### config.mk
export PLATFORM = sky130hd
export DESIGN_NAME = seq_div_flat
export DESIGN_NICKNAME = d
export VERILOG_FILES = /design/src/rtl/seq_div_if.sv /design/src/rtl/seq_div.sv /design/src/flat_wrapper.sv
export SDC_FILE = /design/constraint.sdc
export NUM_CORES = 1
export LEC_CHECK = 0
export ABC_AREA = 0
export BUFFER_PORTS_ARGS = -buffer_cell sky130_fd_sc_hd__buf_2
export CORE_MARGIN = 10
export CORE_UTILIZATION = 46
export CTS_CLUSTER_DIAMETER = 40
export DETAILED_ROUTE_END_ITERATION = 10
export PLACE_DENSITY_LB_ADDON = 0.08
export SLEW_MARGIN = 40
export SYNTH_ARGS = -nofsm -noshare
export SYNTH_HDL_FRONTEND = slang
export SYNTH_SLANG_ARGS = --single-unit
### constraint.sdc
create_clock -name clk -period 4.35 [get_ports clk]
set_input_delay 1.305 -clock clk [delete_from_list [all_inputs] [get_ports clk]]
set_output_delay 1.305 -clock clk [all_outputs]
set_load 0.1 [all_outputs]
### src/rtl/seq_div_if.sv
// Start/busy/done handshake and operand/result bundle for the sequential divider.
interface seq_div_if #(
  parameter int WIDTH = 4
) ();
  logic               start;
  logic [2*WIDTH-1:0] dividend;
  logic [WIDTH-1:0]   divisor;
  logic               busy;
  logic               done;
  logic [WIDTH-1:0]   quotient;
  logic [WIDTH-1:0]   remainder;
  logic               ovf;

  modport master (
    output start, dividend, divisor,
    input  busy, done, quotient, remainder, ovf
  );

  modport slave (
    input  start, dividend, divisor,
    output busy, done, quotient, remainder, ovf
  );
endinterface

### src/rtl/seq_div.sv
// Sequential restoring divider: 2*WIDTH-bit dividend / WIDTH-bit divisor, one quotient bit per clock.
// Optional DIV_EARLY_OUT_EN: overflowing divides skip the iteration phase and finish one edge after acceptance.
module seq_div #(
  parameter int WIDTH = 4
) (
  input  logic     clk,
  input  logic     rst_n,
  seq_div_if.slave bus
);
  localparam int CW = $clog2(WIDTH + 1);

  typedef enum logic [1:0] {IDLE, RUN, DONE} state_t;

  state_t           state_q, state_d;
  logic [WIDTH-1:0] divisor_q;
  logic [WIDTH:0]   p_q;
  logic [WIDTH-1:0] s_q;
  logic [CW-1:0]    cnt_q;
  logic             ovf_int_q;
  logic [WIDTH-1:0] quotient_q;
  logic [WIDTH-1:0] remainder_q;
  logic             ovf_q;

  logic             accept;
  logic             ovf_acc;
  logic             last_iter;
  logic [WIDTH:0]   shifted;
  logic [WIDTH:0]   trial;
  logic             qbit;
  logic [WIDTH:0]   p_nx;
  logic [WIDTH-1:0] s_nx;

  // A quotient wider than WIDTH bits exists exactly when the upper dividend half reaches the divisor.
  assign ovf_acc   = (bus.dividend[2*WIDTH-1:WIDTH] >= bus.divisor);
  assign accept    = (state_q == IDLE) && bus.start;
  assign last_iter = (cnt_q == CW'(1));

  always_ff @(posedge clk or negedge rst_n) begin
    if (!rst_n) state_q <= IDLE;
    else        state_q <= state_d;
  end

  always_comb begin
    state_d = state_q;
    case (state_q)
      IDLE: begin
        if (bus.start) begin
`ifdef DIV_EARLY_OUT_EN
          state_d = ovf_acc ? DONE : RUN;
`else
          state_d = RUN;
`endif
        end
      end
      RUN:     if (last_iter) state_d = DONE;
      DONE:    state_d = IDLE;
      default: state_d = IDLE;
    endcase
  end

  always_comb begin
    bus.busy = (state_q == RUN);
    bus.done = (state_q == DONE);
  end

  always_comb begin
    shifted = {p_q[WIDTH-1:0], s_q[WIDTH-1]};
    trial   = shifted - {1'b0, divisor_q};
    qbit    = ~trial[WIDTH];
    p_nx    = qbit ? trial : shifted;
    s_nx    = {s_q[WIDTH-2:0], qbit};
  end

  always_ff @(posedge clk or negedge rst_n) begin
    if (!rst_n) begin
      divisor_q   <= '0;
      p_q         <= '0;
      s_q         <= '0;
      cnt_q       <= '0;
      ovf_int_q   <= 1'b0;
      quotient_q  <= '0;
      remainder_q <= '0;
      ovf_q       <= 1'b0;
    end else begin
      if (accept) begin
        divisor_q <= bus.divisor;
        p_q       <= {1'b0, bus.dividend[2*WIDTH-1:WIDTH]};
        s_q       <= bus.dividend[WIDTH-1:0];
        cnt_q     <= CW'(WIDTH);
        ovf_int_q <= ovf_acc;
`ifdef DIV_EARLY_OUT_EN
        if (ovf_acc) begin
          quotient_q  <= '1;
          remainder_q <= '0;
          ovf_q       <= 1'b1;
        end
`endif
      end else if (state_q == RUN) begin
        p_q   <= p_nx;
        s_q   <= s_nx;
        cnt_q <= cnt_q - CW'(1);
        if (last_iter) begin
          if (ovf_int_q) begin
            quotient_q  <= '1;
            remainder_q <= '0;
            ovf_q       <= 1'b1;
          end else begin
            quotient_q  <= s_nx;
            remainder_q <= p_nx[WIDTH-1:0];
            ovf_q       <= 1'b0;
          end
        end
      end
    end
  end

  assign bus.quotient  = quotient_q;
  assign bus.remainder = remainder_q;
  assign bus.ovf       = ovf_q;
endmodule
### src/flat_wrapper.sv
// flat-port wrapper written by rule: the top's interface ports become plain ports
module seq_div_flat 
#(
  parameter int WIDTH = 4
)
  (clk, rst_n, bus_start, bus_dividend, bus_divisor, bus_busy, bus_done, bus_quotient, bus_remainder, bus_ovf);
  seq_div_if #(.WIDTH(WIDTH)) bus_i ();
  input  logic clk;
  input  logic rst_n;
  input wire logic [$bits(bus_i.start)-1:0] bus_start;
  input wire logic [$bits(bus_i.dividend)-1:0] bus_dividend;
  input wire logic [$bits(bus_i.divisor)-1:0] bus_divisor;
  output wire logic [$bits(bus_i.busy)-1:0] bus_busy;
  output wire logic [$bits(bus_i.done)-1:0] bus_done;
  output wire logic [$bits(bus_i.quotient)-1:0] bus_quotient;
  output wire logic [$bits(bus_i.remainder)-1:0] bus_remainder;
  output wire logic [$bits(bus_i.ovf)-1:0] bus_ovf;
  assign bus_i.start = bus_start;
  assign bus_i.dividend = bus_dividend;
  assign bus_i.divisor = bus_divisor;
  assign bus_busy = bus_i.busy;
  assign bus_done = bus_i.done;
  assign bus_quotient = bus_i.quotient;
  assign bus_remainder = bus_i.remainder;
  assign bus_ovf = bus_i.ovf;
  seq_div #(.WIDTH(WIDTH)) u_core (.clk(clk), .rst_n(rst_n), .bus(bus_i));
endmodule
# After elaboration in Yosys (flattened, before gate mapping)

Index checks and enable logic that the tools add are counted.
W data, S select, Z words.

Output and inout bits: 11
Logic and storage cells: 37
Input bits: 15
Register bits after elaboration: 27

Magnitude comparators: 1
Bitwise operators: 2
Mux-type cells: 13
Reductions and logical operators: 5
Equality and inequality tests: 5
Add/subtract/negate cells: 2

Operator list:

| operator              | count |
|---|---|
| $mux W4               | 7 |
| $mux W3               | 2 |
| $sub A5 B4 Y5         | 1 |
| $ge A4 B4 Y1          | 1 |
| $mux W2               | 2 |
| $pmux W2 S2           | 1 |
| $eq A3 B1 Y1 const B  | 1 |
| $reduce_and A3 Y1     | 1 |
| $sub A3 B1 Y3 const B | 1 |
| $eq A2 B1 Y1 const B  | 1 |
| $eq A2 B2 Y1 const B  | 1 |
| $logic_not A2 Y1      | 1 |
| $ne A2 B1 Y1 const B  | 1 |
| $ne A2 B2 Y1 const B  | 1 |
| $not A1 Y1            | 2 |
| $reduce_and A2 Y1     | 1 |
| $reduce_bool A2 Y1    | 1 |
| $logic_and A1 B1 Y1   | 1 |
| $mux W1               | 1 |

# Depth between registers and ports, before layout

Gate-level depths: netlist of run 1.

Depth after elaboration: 4
Depth in mapped cells: 8
Gate-level depth less buffers: 8

# Least setup slack after synthesis of run 1

Ideal clock, no wire load.

Path type: reg2out
Start: reg u_core.state_q[1]
End: out bus_done
Data arrival time: 1781 ps
Path buffers: 0
Cell stages (with the launch flop): 2
Path slack: 1264 ps
Data required time: 3045 ps
Path through: dfrtp_1 > nor2b_1

Word-level cells in the longest chain between the ends: 1

Ends and longest elaborated chain:

| what                     | RTL line           | text |
|---|---|---|
| start: declaration       | seq_div.sv:14      | `state_t state_q, state_d;` |
| start signal: assignment | seq_div.sv:40      | `else state_q <= state_d;` |
| $eq A2 B2 Y1             | seq_div.sv:63      | `bus.done = (state_q == DONE);` |
| end: declaration         | flat_wrapper.sv:14 | `output wire logic [$bits(bus_i.done)-1:0] bus_done;` |

Every way passes these cells.

# Worst setup path in the final report of run 1

Start: reg u_core.state_q[1]
End: out bus_busy

Word-level cells in the longest chain between the ends: 1

Ends and longest elaborated chain:

| what             | RTL line           | text |
|---|---|---|
| $eq A2 B1 Y1     | seq_div.sv:62      | `bus.busy = (state_q == RUN);` |
| end: declaration | flat_wrapper.sv:13 | `output wire logic [$bits(bus_i.busy)-1:0] bus_busy;` |

Every way passes these cells.

==> results.md, run 1 <==
* Status: completed
* Largest net degree at the start of global routing at 28
* Ratio of cells with drive above 1 in the final layout at 0.220
* Final WL at 3010 µm
* GRT Resource Usage Total at 0.116
* Clock latency on the worst-skew pair at 320 ps
* Sequential element share of the synthesized area at 0.479
* Clock transition at path regs at 150 ps
* Nets at 204
* Die ar. at 5680 µm²
* Vias at 1115
* Worst EP arrival at 1820 ps
* Mapped Area at 1410 µm²
* Setup TNS at 0 ps
* Initial core utilization at 0.470
* CTS Root Cell: clkbuf_4
* Crit Reg-Reg Startpoint: u_core.s_q[3]
* Cts repair resizes at 0
* CP top delay family: buffers and inverters
* I/O pins at 26
* Core area at 3000 µm²
* Synth warn at 0
* Detailed Route Iter0 Violations at 50
* # H-tree levels at 1
* #FFs+latches synth at 27
* Fin crit period at 3120 ps
* CTS tree: yes
* Number of flops mapped to enable cells by yosys at 0
* Clk sink count at 27
* Slew @ Worst Pin at 598 ps
* Crit-path max cell delay at 480 ps
* # fillers at 304
* Unique cell type count in the Yosys netlist at 33
* Mapped Cells at 149
* Number of diodes at 0
* CP max-delay cell: dfrtp_1
* Largest area contributor in the netlist: dfrtp_1
* Remaining global-route overflow at 0
* # setup viols final at 0
* Hold Path Origin: u_core.bus.quotient[2]
* Num rows at 20
* Critical-path cell list: nand2b_1 > inv_2 > buf_2
* First-pass GRT wire length at 5130 µm
* Worst min path class: flop to flop
* Routed len/inst at 14.4 µm
* Critical path endpoint category: output port
* Post-DP HPWL at 2420 µm
* Final max-slew violation count at 0
* Top FF cell, synth: dfrtp_1
* Area Overhead vs Synth at 13.6%
* Yosys top cell area share at 0.479
* Critical Path Fanout Max at 11
* RSZ-0062 raised after global routing: no
* Number of global-route vias before repair at 1131
* Period Utilization, post-route at 0.718
* CP Buf/Inv Count at 2
* Slew HR at 0.601
* Startpoint Class: flop
* Asr flop ratio synth at 1.00
* R2R Path End: u_core.bus.remainder[0]
* Post-CTS setup buffer count at 0
* Port Buffers at 25
* CP Class: flop to output port
* Max-cap violations at 0
* Clk_skew at 13.2 ps
* Max Clk Rate at 0.320 GHz
* Final hold violations at 0
* Hold buffers post-CTS at 0
* Reg-to-reg slack, setup at 2080 ps
* Hold path depth at 2
* Vias/cell at 5.31
* Placer's final routability congestion estimate at 0.748
* DRC errors left at 0
* Deepest clock path buffer count at 2
* Hold Path Sink: u_core.bus.quotient[2]
* Initial antenna violation count at 0
* Post-Syn Nets at 175
* Reg2reg path depth at 8
* Syn avg cell area at 9.46 µm²
* Post-DRT Antenna Nets at 0
* Critical path required time at 3040 ps
* TritonRoute pass-1 iters at 5
* Area contributors post-synth: dfrtp_1 48%, ha_1 8.9%, o21ai_1 6.7%, nand2_1 6.7%, nor2_1 3.2%
* Die X at 75.4 µm
* Num CTS Buffers at 3
* Die height at 75.4 µm
[Yosys cell counts (2+ instances only)]
cell       n
xnor2_1    2
ha_1      10
nor2b_1    3
o21ai_0    2
nand2b_1   3
nor2_1    12
a21oi_1    8
o21ai_1   19
nand2_1   25
dfrtp_1   27
inv_1     11
a22oi_1    3
mux2i_1    2
inv_2      3
[logic make-up (layout without fill, tap and decap cells)]
logic type / count (synthesis) / in the layout / share of synthesized area
xor+xnor: 4 / 4 / 0.0302
compound gates: 38 / 38 / 0.159
buf+inv: 16 / 44 / 0.0435
fa+ha+maj: 11 / 11 / 0.103
flops: 27 / 27 / 0.479
simple gates: 49 / 49 / 0.153
mux: 4 / 4 / 0.0328
[worst min-delay path, stage by stage, from the launching register on]
cell	delay [ps]
dfrtp_1	370
nand2_1	50
nand2_1	40
[layer usage]
layer  vias up  wire [µm]  GRT usage
met1       528       1430      0.156
met3         2        190     0.0260
li1        554          -          -
met5         -          0          0
met4         0         19     0.0309
met2        31       1380      0.183
[layout make-up]
type	instances	area, µm²	share of cell area
Tap cell	33	41.3	0.0258
Sequential cell	27	676	0.422
Timing Repair Buffer	26	133	0.0828
Clock buffer	4	26.3	0.0164
Multi-Input combinational cell	106	673	0.420
Inverter	14	52.6	0.0328
[worst max path at each step]
| stage | startpoint | endpoint | slack, ps | cells past startpoint |
|---|---|---|---|---|
| 6_report | u_core.state_q[1] | bus_busy | 1230 | 3 |
| 5_1_grt | u_core.state_q[1] | bus_busy | 1130 | 3 |
| 4_1_cts | u_core.state_q[1] | bus_busy | 1230 | 3 |
| 3_5_place_dp | u_core.state_q[1] | bus_busy | 1610 | 3 |
| 3_3_place_gp | u_core.state_q[1] | bus_busy | 1650 | 3 |
| 2_1_floorplan | u_core.state_q[1] | bus_done | 1260 | 1 |
[cell usage in the layout (no fill, tap or decap), types with 2 or more instances in the layout]
master    count
dfrtp_1      27
nand2_1      25
nor2b_1       3
clkbuf_4      3
o21ai_0       2
buf_2        25
nor2_1       12
inv_1        11
o21ai_1      19
inv_2         3
a22oi_1       3
xnor2_1       2
mux2i_1       2
nand2b_1      3
ha_1         10
a21oi_1       8
[sequential cells by signal, indices dropped and copies added, names as in the netlist]
name,count
u_core.ovf_int_q,1
u_core.cnt_q,3
u_core.bus.quotient,4
u_core.p_q,4
u_core.bus.remainder,4
u_core.bus.ovf,1
u_core.state_q,2
u_core.s_q,4
u_core.divisor_q,4
[metrics by stage]
stage	std cells	hold WS, ps	setup slack [ps]	instance area, µm²	util
final	210	479	1230	1600	0.533
after global routing	210	510	1130	1600	0.533
after CTS	210	484	1230	1600	0.533
after detailed placement	206	452	1610	1580	0.525
after global placement	206	445	1650	1580	0.525
after floorplan	149	450	1260	1410	-
Power of run 1 is not shown: default switching activity piles up to over one toggle a cycle in this logic, so the estimate is an artifact.
==> inputs of run 2 (changes only) <==
- clock period: 4.35 -> 2.84 ns (I/O delays scaled with it)
==> run 2 against run 1 <==
Non-clock buffer count stayed put. Critical path depth is the same. Clock-buffer cell count did not move. First-iteration DRC count shrank 30%. Sequential share of layout area unchanged. Cell area unchanged. Cell count unchanged. Critical path type unchanged. Via count fell by 1.3%. Clock skew shrank 8.1 ps. Global-route usage is essentially flat.
==> results.md, run 2 (synthesis results as in run 1) <==
* Status: completed
* Post-DRT Antenna Nets at 0 (unchanged)
* Hold buffers post-CTS at 0 (unchanged)
* Initial antenna violation count at 0 (unchanged)
* Deepest clock path buffer count at 2 (unchanged)
* Commonest non-fill, non-tap cell in the layout: dfrtp_1
* Port Buffers at 25 (unchanged)
* Critical-path cell list: nand2b_1 > inv_2 > buf_2
* Worst min path class: flop to flop
* CTS Root Cell: clkbuf_4
* Critical path required time at 1990 ps (-1050 ps)
* Critical path endpoint category: output port
* Final WL at 2980 µm (-1.1%)
* Hold path depth at 2 (unchanged)
* Die X at 75.4 µm (unchanged)
* Num rows at 20 (unchanged)
* Final max-slew violation count at 0 (unchanged)
* First-pass GRT wire length at 5100 µm (-0.66%)
* TritonRoute pass-1 iters at 4 (-1)
* Post-CTS setup buffer count at 0 (unchanged)
* Vias/cell at 5.24 (-1.3%)
* Max Clk Rate at 0.377 GHz
* Area Overhead vs Synth at 13.6% (unchanged)
* Core area at 3000 µm² (unchanged)
* Most frequent cells in the layout: 27 x dfrtp_1, 25 x nand2_1, 25 x buf_2, 19 x o21ai_1, 12 x nor2_1
* Startpoint Class: flop
* Worst EP arrival at 1800 ps (-20 ps)
* CP Class: flop to output port
* Cts repair resizes at 0 (unchanged)
* Vias at 1101 (-1.3%)
* Die ar. at 5680 µm² (unchanged)
* Clk sink count at 27 (unchanged)
* CP max-delay cell: dfrtp_1
* Clock transition at path regs at 130 ps (-20 ps)
* Largest net degree at the start of global routing at 28 (unchanged)
* Number of stages on the worst setup path at 3 (unchanged)
* Routed len/inst at 14.2 µm (-1.1%)
* Initial core utilization at 0.470 (unchanged)
* Reg2reg path depth at 8 (unchanged)
* Nets at 204 (unchanged)
* Final hold violations at 0 (unchanged)
* Die height at 75.4 µm (unchanged)
* Slew HR at 0.612 (+0.0113)
* I/O pins at 26 (unchanged)
* Max-cap violations at 0 (unchanged)
* RSZ-0062 raised after global routing: no
* Crit-path max cell delay at 470 ps (about the same)
* # H-tree levels at 1 (unchanged)
* Setup TNS at 0 ps (unchanged)
* Number of global-route vias before repair at 1164 (+2.9%)
* Num CTS Buffers at 3 (unchanged)
* Remaining global-route overflow at 0 (unchanged)
* Clock latency on the worst-skew pair at 310 ps (about the same)
* Placer's final routability congestion estimate at 0.822 (+9.8%)
* Fin crit period at 2650 ps
* Number of diodes at 0 (unchanged)
* Detailed Route Iter0 Violations at 35 (-30%)
* Ratio of cells with drive above 1 in the final layout at 0.220 (unchanged)
* CP top delay family: buffers and inverters
* Critical Path Fanout Max at 11 (unchanged)
* Period Utilization, post-route at 0.934
* Clk_skew at 5.09 ps (-8.10 ps)
* DRC errors left at 0 (unchanged)
* Slew @ Worst Pin at 581 ps (-16.9 ps)
* Post-DP HPWL at 2480 µm (+2.4%)
* # setup viols final at 0 (unchanged)
* CTS tree: yes
* Final hold slack at 475 ps (-4.38 ps)
* GRT Resource Usage Total at 0.116 (-0.000240)
* CP Buf/Inv Count at 2 (unchanged)
[run 2: cell counts in the layout (fill, tap and decap cells not counted)]
No cell type changed its count.
[run 2: path summary, 6_finish.rpt]
check | startpoint | endpoint | slack [ps]
max | u_core.state_q[1] | bus_busy | 190
min | u_core.bus.quotient[1] | u_core.bus.quotient[1] | 480
max reg2reg | u_core.s_q[3] | u_core.bus.remainder[0] | 590
min reg2reg | u_core.bus.quotient[1] | u_core.bus.quotient[1] | 480
max in group asynchronous | rst_n | u_core.divisor_q[2] | 1940
min in group asynchronous | rst_n | u_core.bus.ovf | 520
[run 2: area by class of cell]
class | count | area, µm²
multi-input cells | 106 | 673
clock buffers | 4 | 26.3
flip-flops and latches | 27 | 676
well taps | 33 | 41.3
fillers | 290 | 1400
repair buffers | 26 | 133
inverters | 14 | 52.6
[run 2: layer usage]
metal | wire, µm | share of wire | GRT usage | up-vias
met5 | 0 | 0 | 0 | -
met1 | 1330 | 0.45 | 0.148 | 515
met2 | 1390 | 0.47 | 0.186 | 32
met3 | 242 | 0.081 | 0.0313 | 2
li1 | - | - | - | 552
met4 | 19 | 0.0064 | 0.0371 | 0
[run 2: worst reg2reg max path: stages (launching register included)]
cell and delay (ps):
dfrtp_1 360, inv_2 50, ha_1 220, fa_1 400, nand2b_2 220, a21oi_4 170
xor2_2 250, mux2_2 390, o21ai_1 130
[run 2: stage by stage]
| stage | instance area, µm² | setup WS, ps | util | std cells |
|---|---|---|---|---|
| 3_3_place_gp | 1580 | 589 | 0.525 | 206 |
| 2_1_floorplan | 1410 | 207 | - | 149 |
| 5_1_grt | 1600 | 50.0 | 0.533 | 210 |
| 6_report | 1600 | 188 | 0.533 | 210 |
| 3_5_place_dp | 1580 | 560 | 0.525 | 206 |
| 4_1_cts | 1600 | 185 | 0.533 | 210 |
Power of run 2 is left out for the same reason.
==> inputs of run 3 (changes only) <==
- PLACE_DENSITY_LB_ADDON: 0.08 -> 0.05
==> run 3 against run 2 <==
Hold slack gained 4.4 ps. Clock-buffer cell count shrank 1. Setup slack lost 37 ps. Critical path depth is the same. Die area is the same. Largest cell class unchanged.
==> results.md, run 3 (synthesis results as in run 1) <==
* RSZ-0062 raised after global routing: no
* TritonRoute pass-1 iters at 4 (unchanged)
* Nets at 204 (unchanged)
* Cts repair resizes at 0 (unchanged)
* GRT Resource Usage Total at 0.112 (-0.00407)
* Initial core utilization at 0.470 (unchanged)
* Number of global-route vias before repair at 1132 (-2.7%)
* Initial antenna violation count at 0 (unchanged)
* Vias/cell at 5.32 (+1.5%)
* Num rows at 20 (unchanged)
* Port Buffers at 25 (unchanged)
* Max Clk Rate at 0.372 GHz (-1.4%)
* Num CTS Buffers at 3 (unchanged)
* Critical path required time at 1990 ps (about the same)
* Area Overhead vs Synth at 13.8%
* Die X at 75.4 µm (unchanged)
* Final hold violations at 0 (unchanged)
* Worst EP arrival at 1840 ps (+40 ps)
* # setup viols final at 0 (unchanged)
* Remaining global-route overflow at 0 (unchanged)
* Post-CTS setup buffer count at 0 (unchanged)
* Max-cap violations at 0 (unchanged)
* Startpoint Class: flop
* CTS Root Cell: clkbuf_4
* Final WL at 3110 µm (+4.3%)
* Placer's final routability congestion estimate at 0.819 (-0.39%)
* Deepest clock path buffer count at 2 (unchanged)
* Slew HR at 0.600 (-0.0123)
* Worst min path class: flop to flop
* Clk sink count at 27 (unchanged)
* I/O pins at 26 (unchanged)
* Critical-path cell list: nand2b_1 > inv_2 > buf_2
* Die height at 75.4 µm (unchanged)
* Period Utilization, post-route at 0.947 (+0.0132)
* Largest net degree at the start of global routing at 28 (unchanged)
* Post-DP HPWL at 2480 µm (+0.12%)
* Crit-path max cell delay at 480 ps (about the same)
* Die ar. at 5680 µm² (unchanged)
* Clock latency on the worst-skew pair at 330 ps (+20 ps)
* Number of diodes at 0 (unchanged)
* Ratio of cells with drive above 1 in the final layout at 0.226 (+0.00565)
* Fin crit period at 2690 ps (+37.5 ps)
* Routed len/inst at 14.8 µm (+4.3%)
* Commonest non-fill, non-tap cell in the layout: dfrtp_1
* Clock transition at path regs at 160 ps (+30 ps)
* Critical path endpoint category: output port
* CP Class: flop to output port
* Slew @ Worst Pin at 600 ps (+18.4 ps)
* Detailed Route Iter0 Violations at 54 (+54%)
* Hold buffers post-CTS at 0 (unchanged)
* Status: completed
* First-pass GRT wire length at 5020 µm (-1.5%)
* Final max-slew violation count at 0 (unchanged)
* CTS tree: yes
* # H-tree levels at 1 (unchanged)
* Clk_skew at 12.5 ps (+7.39 ps)
* Critical Path Fanout Max at 11 (unchanged)
* DRC errors left at 0 (unchanged)
* Vias at 1117 (+1.5%)
* Post-DRT Antenna Nets at 0 (unchanged)
* Core area at 3000 µm² (unchanged)
* CP max-delay cell: dfrtp_1
* Most frequent cells in the layout: 27 x dfrtp_1, 25 x nand2_1, 25 x buf_2, 19 x o21ai_1, 12 x nor2_1
* Setup TNS at 0 ps (unchanged)
run 3: cell count changes in the layout (fill, tap and decap cells not counted):
cell | before | now
clkbuf_1 | 1 | 0
clkinvlp_4 | 0 | 1
run 3: area by class of cell:
type	instances	area [µm²]
Fill cell	276	1400
Clock inverter	1	7.51
Timing Repair Buffer	26	133
Inverter	14	52.6
Clock buffer	3	22.5
Sequential cell	27	676
Multi-Input combinational cell	106	673
Tap cell	33	41.3
run 3: path summary, 6_finish.rpt:
path                                             start                 endpoint  slack (ps)  depth (start not counted)
worst max register to register           u_core.s_q[3]  u_core.bus.remainder[0]         580                          8
min in group asynchronous                        rst_n   u_core.bus.quotient[0]         500                          1
max in group asynchronous                        rst_n            u_core.p_q[0]        1940                          1
worst min-delay path            u_core.bus.quotient[1]   u_core.bus.quotient[1]         480                          2
worst max-delay path                 u_core.state_q[1]                 bus_busy         150                          3
worst min register to register  u_core.bus.quotient[1]   u_core.bus.quotient[1]         480                          2
run 3: worst max-delay path: cells and delay by family, from the launching register on:
kind / cells / cell delay [ps]
buffers and inverters: 2 / 660
and+or+nand+nor: 1 / 370
DFF: 1 / 480
run 3: per-stage QoR:
stage,setup slack [ps],cell area [µm²],util,cells,hold WS (ps)
2_1_floorplan,207,1410,-,149,450
3_3_place_gp,591,1580,0.525,206,443
3_5_place_dp,543,1580,0.525,206,451
4_1_cts,161,1610,0.535,210,486
5_1_grt,31.1,1610,0.535,210,514
6_report,151,1610,0.535,210,479
run 3: metal layers:
metal | up-vias | share of wire | global-route usage
met1 | 526 | 0.48 | 0.143
met5 | - | 0 | 0
met2 | 33 | 0.45 | 0.180
met3 | 2 | 0.056 | 0.0286
li1 | 556 | - | -
met4 | 0 | 0.0061 | 0.0351
Power of run 3 is left out for the same reason.
